### config.mk
export PLATFORM = sky130hd
export DESIGN_NAME = next_pc_flat
export DESIGN_NICKNAME = d
export VERILOG_FILES = /design/src/rtl/next_pc_pkg.sv /design/src/rtl/next_pc_if.sv /design/src/rtl/next_pc_branch_cond.sv /design/src/rtl/next_pc.sv /design/src/flat_wrapper.sv
export SDC_FILE = /design/constraint.sdc
export NUM_CORES = 1
export LEC_CHECK = 0
export BUFFER_PORTS_ARGS = -buffer_cell sky130_fd_sc_hd__buf_2
export CAP_MARGIN = 20
export CELL_PAD_IN_SITES_DETAIL_PLACEMENT = 1
export CELL_PAD_IN_SITES_GLOBAL_PLACEMENT = 1
export CORE_MARGIN = 3
export CORE_UTILIZATION = 29
export DETAILED_ROUTE_END_ITERATION = 6
export PLACE_DENSITY_LB_ADDON = 0.25
export SLEW_MARGIN = 20
export SYNTH_ARGS = -nofsm -noshare
export SYNTH_HDL_FRONTEND = slang
export SYNTH_HIERARCHICAL = 1
export SYNTH_SLANG_ARGS = --single-unit
### constraint.sdc
create_clock -name clk -period 4.68 [get_ports clk]
set_clock_uncertainty 0.05 [all_clocks]
set_input_delay 0.936 -clock clk [delete_from_list [all_inputs] [get_ports clk]]
set_output_delay 0.936 -clock clk [all_outputs]
set_load 0.02 [all_outputs]
### src/rtl/next_pc_pkg.sv
// Shared encodings and constants for the next-PC generator.
package next_pc_pkg;

    // Next-PC source select.
    localparam logic [1:0] NPC_SEQ = 2'd0;
    localparam logic [1:0] NPC_BR  = 2'd1;
    localparam logic [1:0] NPC_J   = 2'd2;
    localparam logic [1:0] NPC_JR  = 2'd3;

    // Branch condition select; codes 6 and 7 never take.
    localparam logic [2:0] BR_EQ = 3'd0;
    localparam logic [2:0] BR_NE = 3'd1;
    localparam logic [2:0] BR_LT = 3'd2;
    localparam logic [2:0] BR_GT = 3'd3;
    localparam logic [2:0] BR_LE = 3'd4;
    localparam logic [2:0] BR_GE = 3'd5;

    // Fetch-unit reset PC.
    localparam logic [31:0] RESET_PC_DEFAULT = 32'h0000_3000;

endpackage

### src/rtl/next_pc_if.sv
// Fetch-side bus for the next-PC generator: decoded control and flags in,
// targets and trace status out.
interface next_pc_if;
    logic [31:0] PC;
    logic [1:0]  NPCop;
    logic [2:0]  Branchop;
    logic [25:0] instr_index;
    logic [15:0] offset;
    logic [31:0] Reg;
    logic        equal;
    logic        n_equal;
    logic        less;
    logic        big;
    logic        less_or_equal;
    logic        big_or_equal;
    logic [31:0] NPC;
    logic [31:0] PC4;
    logic        taken;
    logic        taken_q;
    logic [31:0] last_target_q;

    // Fetch/decode side drives control and consumes targets.
    modport master (
        output PC, NPCop, Branchop, instr_index, offset, Reg,
               equal, n_equal, less, big, less_or_equal, big_or_equal,
        input  NPC, PC4, taken, taken_q, last_target_q
    );

    // Next-PC block.
    modport slave (
        input  PC, NPCop, Branchop, instr_index, offset, Reg,
               equal, n_equal, less, big, less_or_equal, big_or_equal,
        output NPC, PC4, taken, taken_q, last_target_q
    );
endinterface

### src/rtl/next_pc_branch_cond.sv
// Branch condition mux: picks one comparator flag by Branchop.
module next_pc_branch_cond
    import next_pc_pkg::*;
(
    input  logic [2:0] Branchop,
    input  logic       equal,
    input  logic       n_equal,
    input  logic       less,
    input  logic       big,
    input  logic       less_or_equal,
    input  logic       big_or_equal,
    output logic       cond
);

    // Flags are trusted as supplied; reserved codes never take.
    always_comb begin
        cond = 1'b0;
        case (Branchop)
            BR_EQ:   cond = equal;
            BR_NE:   cond = n_equal;
            BR_LT:   cond = less;
            BR_GT:   cond = big;
            BR_LE:   cond = less_or_equal;
            BR_GE:   cond = big_or_equal;
            default: cond = 1'b0;
        endcase
    end

endmodule

### src/rtl/next_pc.sv
// Next-PC generator for the single-cycle fetch unit (no delay slot).
// Target path is combinational so the PC register loads NPC on the same edge;
// a small registered section records the last redirect for trace.
module next_pc
    import next_pc_pkg::*;
#(
    parameter logic [31:0] RESET_PC = RESET_PC_DEFAULT
) (
    input logic         clk,
    input logic         reset,
    next_pc_if.slave    bus
);

    logic [31:0] pc4;
    logic [31:0] bt;
    logic [31:0] jt;
    logic        cond;
    logic [31:0] npc;
    logic        tkn;

    logic        taken_r;
    logic [31:0] last_target_r;

    next_pc_branch_cond u_cond (
        .Branchop      (bus.Branchop),
        .equal         (bus.equal),
        .n_equal       (bus.n_equal),
        .less          (bus.less),
        .big           (bus.big),
        .less_or_equal (bus.less_or_equal),
        .big_or_equal  (bus.big_or_equal),
        .cond          (cond)
    );

    // Target adders; jump region comes from PC itself, not PC+4.
    always_comb begin
        pc4 = bus.PC + 32'd4;
        bt  = pc4 + {{14{bus.offset[15]}}, bus.offset, 2'b00};
        jt  = {bus.PC[31:28], bus.instr_index, 2'b00};
    end

    // Source select; Branchop only matters for conditional branches.
    always_comb begin
        npc = pc4;
        tkn = 1'b0;
        case (bus.NPCop)
            NPC_SEQ: begin
                npc = pc4;
                tkn = 1'b0;
            end
            NPC_BR: begin
                npc = cond ? bt : pc4;
                tkn = cond;
            end
            NPC_J: begin
                npc = jt;
                tkn = 1'b1;
            end
            NPC_JR: begin
                npc = bus.Reg;
                tkn = 1'b1;
            end
            default: begin
                npc = pc4;
                tkn = 1'b0;
            end
        endcase
    end

    // Trace status of the redirect taken at the last edge.
    always_ff @(posedge clk) begin
        if (reset) begin
            taken_r       <= 1'b0;
            last_target_r <= RESET_PC;
        end else begin
            taken_r       <= tkn;
            last_target_r <= npc;
        end
    end

    assign bus.NPC           = npc;
    assign bus.PC4           = pc4;
    assign bus.taken         = tkn;
    assign bus.taken_q       = taken_r;
    assign bus.last_target_q = last_target_r;

endmodule

### src/flat_wrapper.sv
// flat-port wrapper written by rule: the top's interface ports become plain ports
module next_pc_flat import next_pc_pkg::*;
#(
    parameter logic [31:0] RESET_PC = RESET_PC_DEFAULT
)
  (clk, reset, bus_PC, bus_NPCop, bus_Branchop, bus_instr_index, bus_offset, bus_Reg, bus_equal, bus_n_equal, bus_less, bus_big, bus_less_or_equal, bus_big_or_equal, bus_NPC, bus_PC4, bus_taken, bus_taken_q, bus_last_target_q);
  next_pc_if bus_i ();
  input logic clk;
  input logic reset;
  input wire logic [$bits(bus_i.PC)-1:0] bus_PC;
  input wire logic [$bits(bus_i.NPCop)-1:0] bus_NPCop;
  input wire logic [$bits(bus_i.Branchop)-1:0] bus_Branchop;
  input wire logic [$bits(bus_i.instr_index)-1:0] bus_instr_index;
  input wire logic [$bits(bus_i.offset)-1:0] bus_offset;
  input wire logic [$bits(bus_i.Reg)-1:0] bus_Reg;
  input wire logic [$bits(bus_i.equal)-1:0] bus_equal;
  input wire logic [$bits(bus_i.n_equal)-1:0] bus_n_equal;
  input wire logic [$bits(bus_i.less)-1:0] bus_less;
  input wire logic [$bits(bus_i.big)-1:0] bus_big;
  input wire logic [$bits(bus_i.less_or_equal)-1:0] bus_less_or_equal;
  input wire logic [$bits(bus_i.big_or_equal)-1:0] bus_big_or_equal;
  output wire logic [$bits(bus_i.NPC)-1:0] bus_NPC;
  output wire logic [$bits(bus_i.PC4)-1:0] bus_PC4;
  output wire logic [$bits(bus_i.taken)-1:0] bus_taken;
  output wire logic [$bits(bus_i.taken_q)-1:0] bus_taken_q;
  output wire logic [$bits(bus_i.last_target_q)-1:0] bus_last_target_q;
  assign bus_i.PC = bus_PC;
  assign bus_i.NPCop = bus_NPCop;
  assign bus_i.Branchop = bus_Branchop;
  assign bus_i.instr_index = bus_instr_index;
  assign bus_i.offset = bus_offset;
  assign bus_i.Reg = bus_Reg;
  assign bus_i.equal = bus_equal;
  assign bus_i.n_equal = bus_n_equal;
  assign bus_i.less = bus_less;
  assign bus_i.big = bus_big;
  assign bus_i.less_or_equal = bus_less_or_equal;
  assign bus_i.big_or_equal = bus_big_or_equal;
  assign bus_NPC = bus_i.NPC;
  assign bus_PC4 = bus_i.PC4;
  assign bus_taken = bus_i.taken;
  assign bus_taken_q = bus_i.taken_q;
  assign bus_last_target_q = bus_i.last_target_q;
  next_pc #(.RESET_PC(RESET_PC)) u_core (.clk(clk), .reset(reset), .bus(bus_i));
endmodule
==> impl_metrics.env <==
export IMPL_outcome="finished, violations left"
export IMPL_violations="negative setup slack"
export IMPL_ant_nets=0
export IMPL_final_nets=1129
export IMPL_syn_to_final_growth_pct=93.7
export IMPL_grt_usage_pct=28.0
export IMPL_ys_flop_type="dfxtp_1"
export IMPL_relSlewSlack_pct=47.3
export IMPL_grt_pass1_vias=6797
export IMPL_critPathMaxFanout=5
export IMPL_rsz0062_at_grt="yes"
export IMPL_grt_max_degree=36
export IMPL_fin_crit_sh_pct=109
export IMPL_max_freq_mhz=197
export IMPL_cts_tree="built"
export IMPL_ys_async_sr_fraction_pct=0
export IMPL_syn_inst=589
export IMPL_die_area_um2=16500
export IMPL_finalWirelength_um=26000
export IMPL_overflow=0
export IMPL_htreeDepth=2
export IMPL_synth_top_area_share_pct=15.2
export IMPL_min_from="bus_instr_index[8]"
export IMPL_syn_num_nets=743
export IMPL_drtIter0Drc=425
export IMPL_yosysWarnings=6
export IMPL_num_vias=6376
export IMPL_fin_util_pct=57.6
export IMPL_clock_path_buffers=2
export IMPL_crit_type="in2out"
export IMPL_holdWs_ns=0.940
export IMPL_yosysSeqAreaShare_pct=15.2
export IMPL_die_h_um=128
export IMPL_dpl_cell_area_um2=7020
export IMPL_cts_sinks=33
export IMPL_wl_per_cell_um=22.3
export IMPL_synth_area_leaders="dfxtp_1, ha_1, xnor2_1"
export IMPL_drc=0
export IMPL_die_x_um=128
export IMPL_gp_congestion=0.922
export IMPL_ir_drop_v=0.000130
export IMPL_setup_slack_ns=-0.408
export IMPL_fin_crit_ns=5.09
export IMPL_dp_hpwl_um=18800
export IMPL_grt_pass1_wl_um=36300
export IMPL_pwr_density_cell_nw_per_um2=217
export IMPL_worstMarginPinSlew_ns=0.791
export IMPL_final_area_um2=8410
export IMPL_worstHoldEndpoint="u_core/bus.last_target_q[10]"
export IMPL_netlist_area_um2=4340
export IMPL_holdBufCountCts=0
export IMPL_synth_top_area_cell="dfxtp_1"
export IMPL_port_buffers=216
export IMPL_synth_avg_cell_area_um2=7.37
export IMPL_maxCapViolations=0
export IMPL_ys_ff_latch=33
export IMPL_cp_end_kind="primary output"
export IMPL_io_pins=217
export IMPL_layout_drive_gt1_share_pct=58.4
export IMPL_crit_path_start_kind="input pin"
export IMPL_seq_area_um2=661
export IMPL_maxSlewViolCount=0
export IMPL_synth_edf_count=0
export IMPL_viasPerCell=5.49
export IMPL_multi_input_area_um2=4530
export IMPL_p_leak_nw=4.00
export IMPL_cp_data_arrival_time_ns=4.10
export IMPL_pre_cts_ws_ns=-0.576
export IMPL_antenna_found_initial=2
export IMPL_firstDrtPassIters=5
export IMPL_fill_cells=1780
export IMPL_cts_root_buf="clkbuf_16"
export IMPL_clk_pin_slew_worst_paths_ns=0.06
export IMPL_setup_viol=15
export IMPL_ys_types=74
export IMPL_min_path_type="in2reg"
export IMPL_holdPathStages=3
export IMPL_core_um2=14600
export IMPL_finalHoldViolations=0
export IMPL_worst_ep_required_time_ns=3.69
export IMPL_initial_core_util_pct=29.8
export IMPL_cts_buffers=5
export IMPL_rows=44
## repair_timing
| action | CTS | global route |
|---|---|---|
| setup endpoints to repair | 20 | 20 |
| gates resized for setup | 96 | 85 |
| setup buffers | 17 | 29 |
| pin swaps | 53 | 74 |
## cell families (layout without fill, tap and decap cells)
kind of cell             count (synthesis)  in the layout  synth area share (%)
AND/OR/NAND/NOR                        215            215                  24.4
AO/OA/AOI/OAI                          182            182                  29.2
buffers and inverters                   54            441                  5.13
XOR/XNOR                                48             48                  9.69
adder cells (fa/ha/maj)                 35             35                  10.3
flip-flops                              33             33                  15.2
multiplexers                            22             22                  6.11
other                                    0              2                     0
## sequential cells by signal, indices dropped and copies added, names as in the netlist
register and count:
u_core/bus.last_target_q 32, u_core/bus.taken_q 1
## layout make-up
cell class | instances | share of cell area, %
Multi-Input combinational cell | 502 | 53.9
Timing Repair Buffer | 410 | 32.3
Sequential cell | 33 | 7.86
Tap cell | 184 | 2.74
Clock buffer | 7 | 1.70
Inverter | 23 | 1.06
Clock inverter | 1 | 0.357
Antenna cell | 2 | 0.0595
## placed cells by master (no fill, tap or decap), drive strengths merged, types with 4 or more instances in the layout
cell type	synthesis	final
a211oi	8	8
o211ai	6	6
buf	11	410
dfxtp	33	33
nor2b	20	20
o22ai	4	4
a21o	21	21
xnor2	27	27
ha	34	34
o31ai	5	5
and2	5	5
nor3	12	12
inv	23	23
o21a	7	7
and4	7	7
a221o	5	5
a21oi	40	40
o221ai	7	7
mux2i	13	13
xor2	21	21
nand2	59	59
a31oi	8	8
a221oi	4	4
nand3	29	29
mux2	6	6
o21ai	38	38
clkbuf	20	7
nand4	7	7
nor2	54	54
and3	10	10
## where the power goes
part	switching (W)	internal, W	leakage [nW]
Sequential	0.00000602	0.000306	0.275
Clock	0.000143	0.000267	0.0841
Combinational	0.000602	0.000499	3.64
Total	0.000751	0.00107	4.00
## worst max-delay path: stages
cell and delay [ns]:
buf_4 0.13, nand2_4 0.08, nor2_4 0.13, and3_4 0.24
buf_6 0.12, nand2_1 0.11, xnor2_2 0.18, ha_1 0.33
nand4_1 0.17, or2_1 0.26, o221a_4 0.26, a211oi_4 0.32
a21o_1 0.19, o21ai_1 0.06, a311o_1 0.39, nand3_2 0.08
buf_6 0.12
## routing by layer
layer	vias to the layer above	GRT usage (%)	wire (um)	part of all wire (%)
li1	2947	-	-	-
met1	3123	33.1	9980	38
met2	240	50.4	13400	51
met3	66	4.36	1570	6.1
met4	0	11.2	1040	4.0
met5	-	0	0	0
## Yosys cell counts (9+ instances only)
cell type  instances
dfxtp_1           33
a21o_1            21
xor2_1            21
o21ai_0           36
inv_1             22
nand3_1           29
nor2_1            53
nand2_1           59
a21oi_1           39
nor2b_1           20
ha_1              34
clkbuf_1          19
nor3_1            12
xnor2_1           27
and3_1             9
mux2i_1           13
## worst max path at each step
stage          cells past startpoint       start  slack [ns]          end
2_1_floorplan                     15  bus_PC[10]       -0.17  bus_NPC[31]
3_3_place_gp                      17   bus_PC[5]       -0.46  bus_NPC[29]
3_5_place_dp                      17   bus_PC[5]       -0.58  bus_NPC[31]
6_report                          17   bus_PC[2]       -0.41  bus_NPC[31]
4_1_cts                           15  bus_PC[10]       -0.32  bus_NPC[26]
5_1_grt                           17   bus_PC[2]       -0.48  bus_NPC[31]
## metrics by stage
stage / setup TNS [ns] / instances / power [W]
after floorplan: -0.451 / 589 / 0.000800
after global placement: -3.74 / 1113 / 0.00118
after detailed placement: -5.23 / 1113 / 0.00120
after CTS: -2.10 / 1137 / 0.00169
after global routing: -4.53 / 1162 / 0.00191
final: -3.17 / 1162 / 0.00182
No activity file was read; power rests on OpenSTA's default activity.
